### src/rtl/proc_step_ctrl.sv
`default_nettype none
// ============================================================================
// proc_step_ctrl : run / single-step / auto-repeat clock-enable controller
// Revision: 1.0
// ============================================================================
module proc_step_ctrl #(
    parameter int DEBOUNCE_CYCLES = 500000,
    parameter int RUN_DIV         = 50,
    parameter int REPEAT_DELAY    = 25000000,
    parameter int REPEAT_PERIOD   = 5000000
) (
    input  logic        clk,
    input  logic        reset,
    input  logic        key_step_n,
    input  logic        sw_step,
    output logic        step_en,
    output logic        running,
    output logic        key_level,
    output logic [15:0] step_count
);
    localparam int DB_W     = (DEBOUNCE_CYCLES > 0) ? $clog2(DEBOUNCE_CYCLES + 1) : 1;
    localparam int DIV_W    = (RUN_DIV > 1) ? $clog2(RUN_DIV) : 1;
    localparam int HOLD_MAX = (REPEAT_DELAY > REPEAT_PERIOD) ? REPEAT_DELAY : REPEAT_PERIOD;
    localparam int HOLD_W   = $clog2(HOLD_MAX + 2);

    localparam logic [DB_W-1:0]   DB_LAST     = DB_W'(DEBOUNCE_CYCLES);
    localparam logic [DIV_W-1:0]  DIV_LAST    = DIV_W'(RUN_DIV - 1);
    localparam logic [HOLD_W-1:0] DELAY_LAST  = HOLD_W'(REPEAT_DELAY - 1);
    localparam logic [HOLD_W-1:0] PERIOD_LAST = HOLD_W'(REPEAT_PERIOD - 1);
    // bit 1 = switch (reset 1), bit 0 = key pressed level (reset released)
    localparam logic [1:0]        DB_RESET    = 2'b10;

    typedef enum logic [1:0] {
        ST_RUN    = 2'd0,
        ST_IDLE   = 2'd1,
        ST_HELD   = 2'd2,
        ST_REPEAT = 2'd3
    } state_t;

    logic [1:0] key_sync;
    logic [1:0] sw_sync;
    logic [1:0] db_in;
    logic [1:0] db_out;
    logic       sw_db;
    logic       key_prev;
    logic       press;

    state_t             state;
    state_t             state_nxt;
    logic [DIV_W-1:0]   div_cnt;
    logic [DIV_W-1:0]   div_nxt;
    logic [HOLD_W-1:0]  hold_cnt;
    logic [HOLD_W-1:0]  hold_nxt;
    logic               step_nxt;

    always_ff @(posedge clk) begin
        if (reset) begin
            key_sync <= 2'b11;
            sw_sync  <= 2'b11;
        end else begin
            key_sync <= {key_sync[0], key_step_n};
            sw_sync  <= {sw_sync[0], sw_step};
        end
    end

    assign db_in = {sw_sync[1], ~key_sync[1]};

    genvar gi;
    generate
        for (gi = 0; gi < 2; gi++) begin : g_db
            logic [DB_W-1:0] cnt;
            logic            stable;
            always_ff @(posedge clk) begin
                if (reset) begin
                    cnt    <= '0;
                    stable <= DB_RESET[gi];
                end else if (db_in[gi] == stable) begin
                    cnt <= '0;
                end else if (cnt == DB_LAST) begin
                    stable <= db_in[gi];
                    cnt    <= '0;
                end else begin
                    cnt <= cnt + 1'b1;
                end
            end
            assign db_out[gi] = stable;
        end
    endgenerate

    assign key_level = db_out[0];
    assign sw_db     = db_out[1];
    assign press     = key_level & ~key_prev;

    always_ff @(posedge clk) begin
        if (reset) begin
            state      <= ST_IDLE;
            div_cnt    <= '0;
            hold_cnt   <= '0;
            key_prev   <= 1'b0;
            step_en    <= 1'b0;
            running    <= 1'b0;
            step_count <= '0;
        end else begin
            state      <= state_nxt;
            div_cnt    <= div_nxt;
            hold_cnt   <= hold_nxt;
            key_prev   <= key_level;
            step_en    <= step_nxt;
            running    <= (state_nxt == ST_RUN);
            step_count <= step_count + {15'd0, step_en};
        end
    end

    // Mode changes are tested first so a coincident press or wrap is dropped;
    // the !step_en guards keep pulses apart for tiny delay/period settings.
    always_comb begin
        state_nxt = state;
        div_nxt   = div_cnt;
        hold_nxt  = hold_cnt;
        step_nxt  = 1'b0;
        case (state)
            ST_RUN: begin
                if (sw_db) begin
                    state_nxt = ST_IDLE;
                    div_nxt   = '0;
                    hold_nxt  = '0;
                end else if (div_cnt == DIV_LAST) begin
                    div_nxt  = '0;
                    step_nxt = 1'b1;
                end else begin
                    div_nxt = div_cnt + 1'b1;
                end
            end
            ST_IDLE: begin
                if (!sw_db) begin
                    state_nxt = ST_RUN;
                    div_nxt   = '0;
                    hold_nxt  = '0;
                end else if (press) begin
                    state_nxt = ST_HELD;
                    hold_nxt  = '0;
                    step_nxt  = 1'b1;
                end
            end
            ST_HELD: begin
                if (!sw_db) begin
                    state_nxt = ST_RUN;
                    div_nxt   = '0;
                    hold_nxt  = '0;
                end else if (!key_level) begin
                    state_nxt = ST_IDLE;
                    hold_nxt  = '0;
                end else if ((hold_cnt >= DELAY_LAST) && !step_en) begin
                    state_nxt = ST_REPEAT;
                    hold_nxt  = '0;
                    step_nxt  = 1'b1;
                end else begin
                    hold_nxt = hold_cnt + 1'b1;
                end
            end
            ST_REPEAT: begin
                if (!sw_db) begin
                    state_nxt = ST_RUN;
                    div_nxt   = '0;
                    hold_nxt  = '0;
                end else if (!key_level) begin
                    state_nxt = ST_IDLE;
                    hold_nxt  = '0;
                end else if ((hold_cnt >= PERIOD_LAST) && !step_en) begin
                    hold_nxt = '0;
                    step_nxt = 1'b1;
                end else begin
                    hold_nxt = hold_cnt + 1'b1;
                end
            end
            default: state_nxt = ST_IDLE;
        endcase
    end
endmodule
`default_nettype wire
### config.mk
export PLATFORM = sky130hd
export DESIGN_NAME = proc_step_ctrl
export DESIGN_NICKNAME = d
export VERILOG_FILES = /design/src/rtl/proc_step_ctrl.sv
export SDC_FILE = /design/constraint.sdc
export NUM_CORES = 1
export LEC_CHECK = 0
export BUFFER_PORTS_ARGS = -buffer_cell sky130_fd_sc_hd__buf_4
export CAP_MARGIN = 20
export CORE_ASPECT_RATIO = 0.6
export CORE_MARGIN = 8
export CORE_UTILIZATION = 65
export DETAILED_ROUTE_END_ITERATION = 10
export GPL_TIMING_DRIVEN = 0
export PLACE_DENSITY = 0.94
export SETUP_SLACK_MARGIN = 0.1
export SYNTH_ARGS = -nofsm -noshare
export SYNTH_HDL_FRONTEND = slang
export SYNTH_SLANG_ARGS = --single-unit
### constraint.sdc
create_clock -name clk -period 6.1 [get_ports clk]
set_input_delay 1.22 -clock clk [delete_from_list [all_inputs] [get_ports clk]]
set_output_delay 1.22 -clock clk [all_outputs]
set_load 0.03 [all_outputs]
==> run metrics, run 1 <==
fin nets 610; vias in the first global route 4157; Pre-antenna DRT Iters 6; f_max 393 MHz; CTS Sinks 96; Cells after DPL 677; Sw Ratio 20.3%; Internal Power 1020 uW; WP data required 6.34 ns; Buffers on Ports 22; Iter 0 DRT Violations 558; initial antenna violation count 0; Hold Buf Count CTS 0; # resized after CTS 0; Worst Max-Slew Pin Slew 0.738 ns; ys flop type dfxtp_1; Die H 82.5 um; minimum clock period after layout 2.55 ns; die width 127 um; Overflow after GRT 0; final WL 12000 um; status finished, final reports clean; Die Footprint 0.0105 mm^2; number of buffers on the longest clock path 2; Post-DP HPWL 8360 um; final worst-path cycle share 41.8%; layout cells sized above 1 12.3%; Post-CTS Setup Inserts 0; H-Tree Depth 3; Fin Clk Skew 0.00992 ns; NetSw 259 uW; clock group share of total power 48.7%; Seq pwr share 49.4%; YS warnings 0; commonest non-fill, non-tap cell in the layout dfxtp_1; GRT Resource Usage Total 23.7%; first-pass GRT wire length 19900 um; VDD IR max 161 uV; Syn Std Cell Area 0.00479 mm^2; Synth Instances 564; LEAKAGE 0.00188 uW; final count of pins violating max slew 0; vias 4424; most frequent cells in the layout dfxtp_1, nor2_1, nand2_1; #FFs+latches synth 96; Hold Path Class reg2reg; cts bufs inserted 9; post-synthesis async set-or-reset flop share 0%; unrepaired setup endpoints after global routing false; Worst slew margin 50.4%; pin count of the biggest net entering global routing 16; CTS tree yes; final hold violations 0; EDFF count, synth 0; setup violators final 0; critical path fanouts, max 6; Antenna Nets Post-Route 0; max-cap viol count 0; Synth Area per Inst 8.49 um^2; P&R area growth vs syn 12.8%; Netlist cell types 67; CP Class reg2reg; # diodes 0; Seq/Total Area, Yosys 40.1%; Reg clk slew, reported paths 0.07 ns; Rows 24; starting density of the core 66.4%; area taken by multi-input logic gates 0.00260 mm^2; routed vias/inst 6.38; Core ar. 0.00721 mm^2; Clock Root Buffer clkbuf_16; DR WL/cell 17.3 um; DRC viols 0; Critical Path End Type flop; Worst-Skew Late Latency 0.35 ns; post-synth net total 577; fin cells 693; Comb power frac 1.9%; crit start category flop; I/O pin count 23; sequential cell area 0.00192 mm^2; routability cong. 0.950; filler cell count 490; TNS Setup 0 ns; crit path DAT 2.79 ns; power per cell area 236 mW/mm^2
[worst paths after layout]
| path | startpoint | endpoint | slack, ns | depth (start not counted) |
|---|---|---|---|---|
| max | hold_cnt[0]$_SDFFE_PP0P_ | hold_cnt[16]$_SDFFE_PP0P_ | 3.55 | 6 |
| min | sw_sync[0]$_SDFF_PP1_ | sw_sync[1]$_SDFF_PP1_ | 0.42 | 1 |
| max reg2reg | hold_cnt[0]$_SDFFE_PP0P_ | hold_cnt[16]$_SDFFE_PP0P_ | 3.55 | 6 |
| min reg2reg | sw_sync[0]$_SDFF_PP1_ | sw_sync[1]$_SDFF_PP1_ | 0.42 | 1 |
[power groups by stage]
stage / sequential [uW] / combinational [uW] / clock, uW
6_report: 630 / 23.9 / 622
5_1_grt: 630 / 25.2 / 654
4_1_cts: 630 / 23.2 / 625
3_5_place_dp: 644 / 22.9 / 0
3_3_place_gp: 644 / 22.3 / 0
2_1_floorplan: 644 / 14.8 / 0
[stage by stage]
stage	hold WS (ns)	cell area [um^2]	setup WS, ns	util (%)	power, uW
2_1_floorplan	0.389	4790	3.97	-	659
3_3_place_gp	0.393	5070	3.45	70.3	666
3_5_place_dp	0.403	5070	3.36	70.3	667
4_1_cts	0.422	5400	3.69	74.9	1280
5_1_grt	0.425	5400	3.50	74.9	1310
6_report	0.419	5400	3.55	74.9	1280
[critical path, stage by stage (launching register included)]
cell,delay [ns]
dfxtp_1,0.43
ha_1,0.27
nand3_1,0.23
nor4_2,0.65
nor4bb_1,0.45
xnor2_1,0.12
a211oi_1,0.30
[final cells by class]
type	count	share of cell area [%]
Buffer	29	3.85
Tap cell	91	2.11
Inverter	15	1.04
Clock inverter	5	1.46
Sequential cell	96	35.6
Clock buffer	11	4.68
Multi-Input combinational cell	424	48.2
Timing Repair Buffer	22	3.06
[synth_stat cells, drive strengths merged (4+ instances only)]
cell type / number / area share (%)
or4: 6 / 1.1
or3: 12 / 1.6
nand2: 57 / 4.5
nor2b: 6 / 0.78
nor2: 81 / 6.4
a211oi: 5 / 0.78
nor3b: 4 / 0.73
nor3: 17 / 2.1
nand4: 13 / 1.7
ha: 9 / 2.4
xnor2: 20 / 3.7
and2: 4 / 0.55
dfxtp: 96 / 40
a21oi: 23 / 2.5
buf: 15 / 2.7
and3: 11 / 1.4
a22o: 4 / 0.73
nor4: 16 / 2.5
xor2: 30 / 5.5
o211ai: 7 / 1.1
a221o: 6 / 1.3
nand3: 35 / 3.7
inv: 15 / 1.2
or2: 6 / 0.78
o21ai: 15 / 1.6
clkbuf: 13 / 1.4
[flip-flops by register name, indices dropped and copies added, names as in the netlist, 2 cells and up]
| signal | cells |
|---|---|
| sw_sync | 2 |
| state | 2 |
| g_db.cnt | 38 |
| div_cnt | 6 |
| step_count | 16 |
| key_sync | 2 |
| hold_cnt | 25 |
[cell families after synthesis]
group,Yosys count,synth area share [%]
XOR/XNOR,50,9.15
adder cells (fa/ha/maj),9,2.35
flip-flops,96,40.1
buffers and inverters,44,5.51
AO/OA/AOI/OAI,79,11.6
AND/OR/NAND/NOR,284,30.9
multiplexers,2,0.418
[metal layers]
metal  global-route usage [%]  up-vias  wire length, um  part of all wire [%]
li1                         -     2054                -                     -
met1                     29.8     2073             5050                    42
met2                     37.4      251             5340                    45
met3                     7.76       46             1330                    11
met4                     10.1        0              273                   2.3
met5                        0        -                0                     0
(Power assumes the default switching activity.)
==> run 2, diff against run 1 <==
- CORE_UTILIZATION: 65 -> 61
- PLACE_DENSITY: 0.94 -> 0.89
- clock period: 6.1 -> 2.5 ns (I/O delays scaled with it)
==> run 2 against run 1 <==
Compared with the run above:
- routed wire length shrank 5.9%
- worst hold slack lost 0.069 ns
- flip-flop and latch count is the same
- register-to-register slack lost 3.4 ns
- worst setup slack lost 3.4 ns
- count of clock-buffer cells in the layout is the same
- clock power grew 140%
- largest power group unchanged
==> run metrics, run 2 (synthesized netlist as in run 1, its figures left out) <==
status finished, final reports clean; max FFs per register 38 (unchanged); CTS tree yes; final count of pins violating max slew 0 (unchanged); final hold violations 0 (unchanged); f_max 435 MHz (+11%); Critical Path End Type flop; most frequent CP cell or4_1; Biggest register g_db.cnt; Worst Max-Slew Pin Slew 0.756 ns (+0.0183 ns); CP Class reg2reg; unrepaired setup endpoints after global routing false; power per cell area 565 mW/mm^2 (+140%); crit start category flop; final worst-path cycle share 91.9% (+50 points); Antenna Nets Post-Route 0 (unchanged); DR WL/cell 15.9 um (-8.3%); CTS Sinks 96 (unchanged); minimum clock period after layout 2.30 ns (-0.249 ns); Worst slew margin 49.1% (-1.2 points); Core ar. 0.00776 mm^2 (+7.6%); worst reg2reg path depth 6 (unchanged); Placement Setup Slack 0.140 ns (-3.22 ns); Pre-antenna DRT Iters 5 (-1); Overflow after GRT 0 (unchanged); Post-DP HPWL 8050 um (-3.7%); fin nets 611 (+0.16%); pin count of the biggest net entering global routing 16 (unchanged); slowest stage delay, CP 0.52 ns (-0.13 ns); Reg clk slew, reported paths 0.07 ns (about the same); setup violators final 0 (unchanged); max-cap viol count 0 (unchanged); Highest Signal Layer met4; cell family with most CP delay simple AND/OR/NAND/NOR gates; Die Footprint 0.0110 mm^2 (+5.5%); crit path DAT 2.57 ns (-0.22 ns); Fin Clk Skew 0.00802 ns (-0.00190 ns); Die H 84.6 um (+2.6%); routed vias/inst 6.02 (-5.7%); routability cong. 0.960 (+1.0%); Hold Path Cell Cnt 2 (+1); layout cells sized above 1 12.9% (+0.64 points); VDD IR max 443 uV (+170%); die width 130 um (+2.8%); GRT Resource Usage Total 21.1% (-2.6 points); first-pass GRT wire length 18800 um (-5.3%); worst setup path startpoint hold_cnt[8]$_SDFFE_PP0P_; LEAKAGE 0.00190 uW (+0.63%); P&R area growth vs syn 13.7%; M1 WL 5530 um (+9.5%); critical path fanouts, max 8 (+2); DRC viols 0 (unchanged); most frequent cells in the layout dfxtp_1, nor2_1, nand2_1; worst flop-to-flop path startpoint hold_cnt[8]$_SDFFE_PP0P_; CP Cell Sequence nand2_2, or4_1, buf_2, or2_1, or4_1, a31oi_1; initial antenna violation count 0 (unchanged); commonest non-fill, non-tap cell in the layout dfxtp_1; Hold Path Class in2reg; setup ws final 0.202 ns (-3.35 ns); hold_sp key_step_n; number of buffers on the longest clock path 2 (unchanged); I/O pin count 23 (unchanged); Worst-Skew Late Latency 0.34 ns (about the same); Iter 0 DRT Violations 439 (-21%); H-Tree Depth 3 (unchanged); Clock Root Buffer clkbuf_16; Largest regs g_db.cnt x38, hold_cnt x25, step_count x16; vias 4278 (-3.3%); Hold Buf Count CTS 0 (unchanged); CP Depth 6 (unchanged); Rows 25 (+4.2%); WP data required 2.77 ns (-3.57 ns); Buffers on Ports 22 (unchanged); vias in the first global route 3966 (-4.6%); routed length on met3 1100 um (-18%); final WL 11300 um (-5.9%); # diodes 0 (unchanged); routed wl met2 4530 um (-15%); Buf/Inv on CP 1 (+1); TNS Setup 0 ns (unchanged); cts bufs inserted 9 (unchanged); starting density of the core 61.7% (-4.7 points); Crit-path slowest cell or4_1
run 2: cell types whose count changed in the layout (fill, tap and decap cells not counted), moves of 2 or more:
cell,delta
buf_4,+2
dfxtp_2,+2
nor4_2,-2
nor4_4,+2
dfxtp_1,-2
clkinvlp_4,+2
run 2: routing by layer:
metal	vias to the layer above	GRT usage, %
met1	1996	30.8
met5	-	0
li1	2059	-
met3	13	6.07
met4	0	7.15
met2	210	28.5
run 2: path summary, 6_finish.rpt:
path / endpoint / slack (ns)
setup / recovery: hold_cnt[15]$_SDFFE_PP0P_ / 0.20
hold / removal: key_sync[0]$_SDFF_PP1_ / 0.35
setup reg to reg: hold_cnt[15]$_SDFFE_PP0P_ / 0.20
hold reg to reg: key_sync[1]$_SDFF_PP1_ / 0.41
run 2: power by group:
part	internal (uW)	total, uW	leakage [uW]	switching (uW)
logic	17.3	57.7	0.000969	40.4
clock network	902	1480	0.000152	578
registers	1530	1540	0.000775	2.53
total	2450	3070	0.00190	621
run 2: layout make-up:
type | count | area [um^2]
Multi-Input combinational cell | 424 | 2620
Inverter | 15 | 56.3
Clock buffer | 11 | 243
Timing Repair Buffer | 24 | 180
Fill cell | 626 | 2310
Buffer | 28 | 204
Clock inverter | 5 | 80.1
Sequential cell | 96 | 1920
Tap cell | 108 | 135
run 2: per-stage QoR:
stage | power [uW] | cell area (um^2) | hold slack [ns] | instances | utilization (%)
2_1_floorplan | 1610 | 4790 | 0.389 | 564 | -
3_3_place_gp | 1630 | 5090 | 0.391 | 694 | 65.6
3_5_place_dp | 1630 | 5090 | 0.400 | 694 | 65.6
4_1_cts | 3090 | 5420 | 0.337 | 710 | 69.9
5_1_grt | 3150 | 5440 | 0.347 | 711 | 70.2
6_report | 3070 | 5440 | 0.350 | 711 | 70.2
run 2: repair_timing:
item                                    in CTS  in global routing
cloned                                       0                  0
resized for setup                            1                  5
endpoints found under the setup margin       2                 19
buffers inserted                             0                  2
pin swaps                                    0                  3
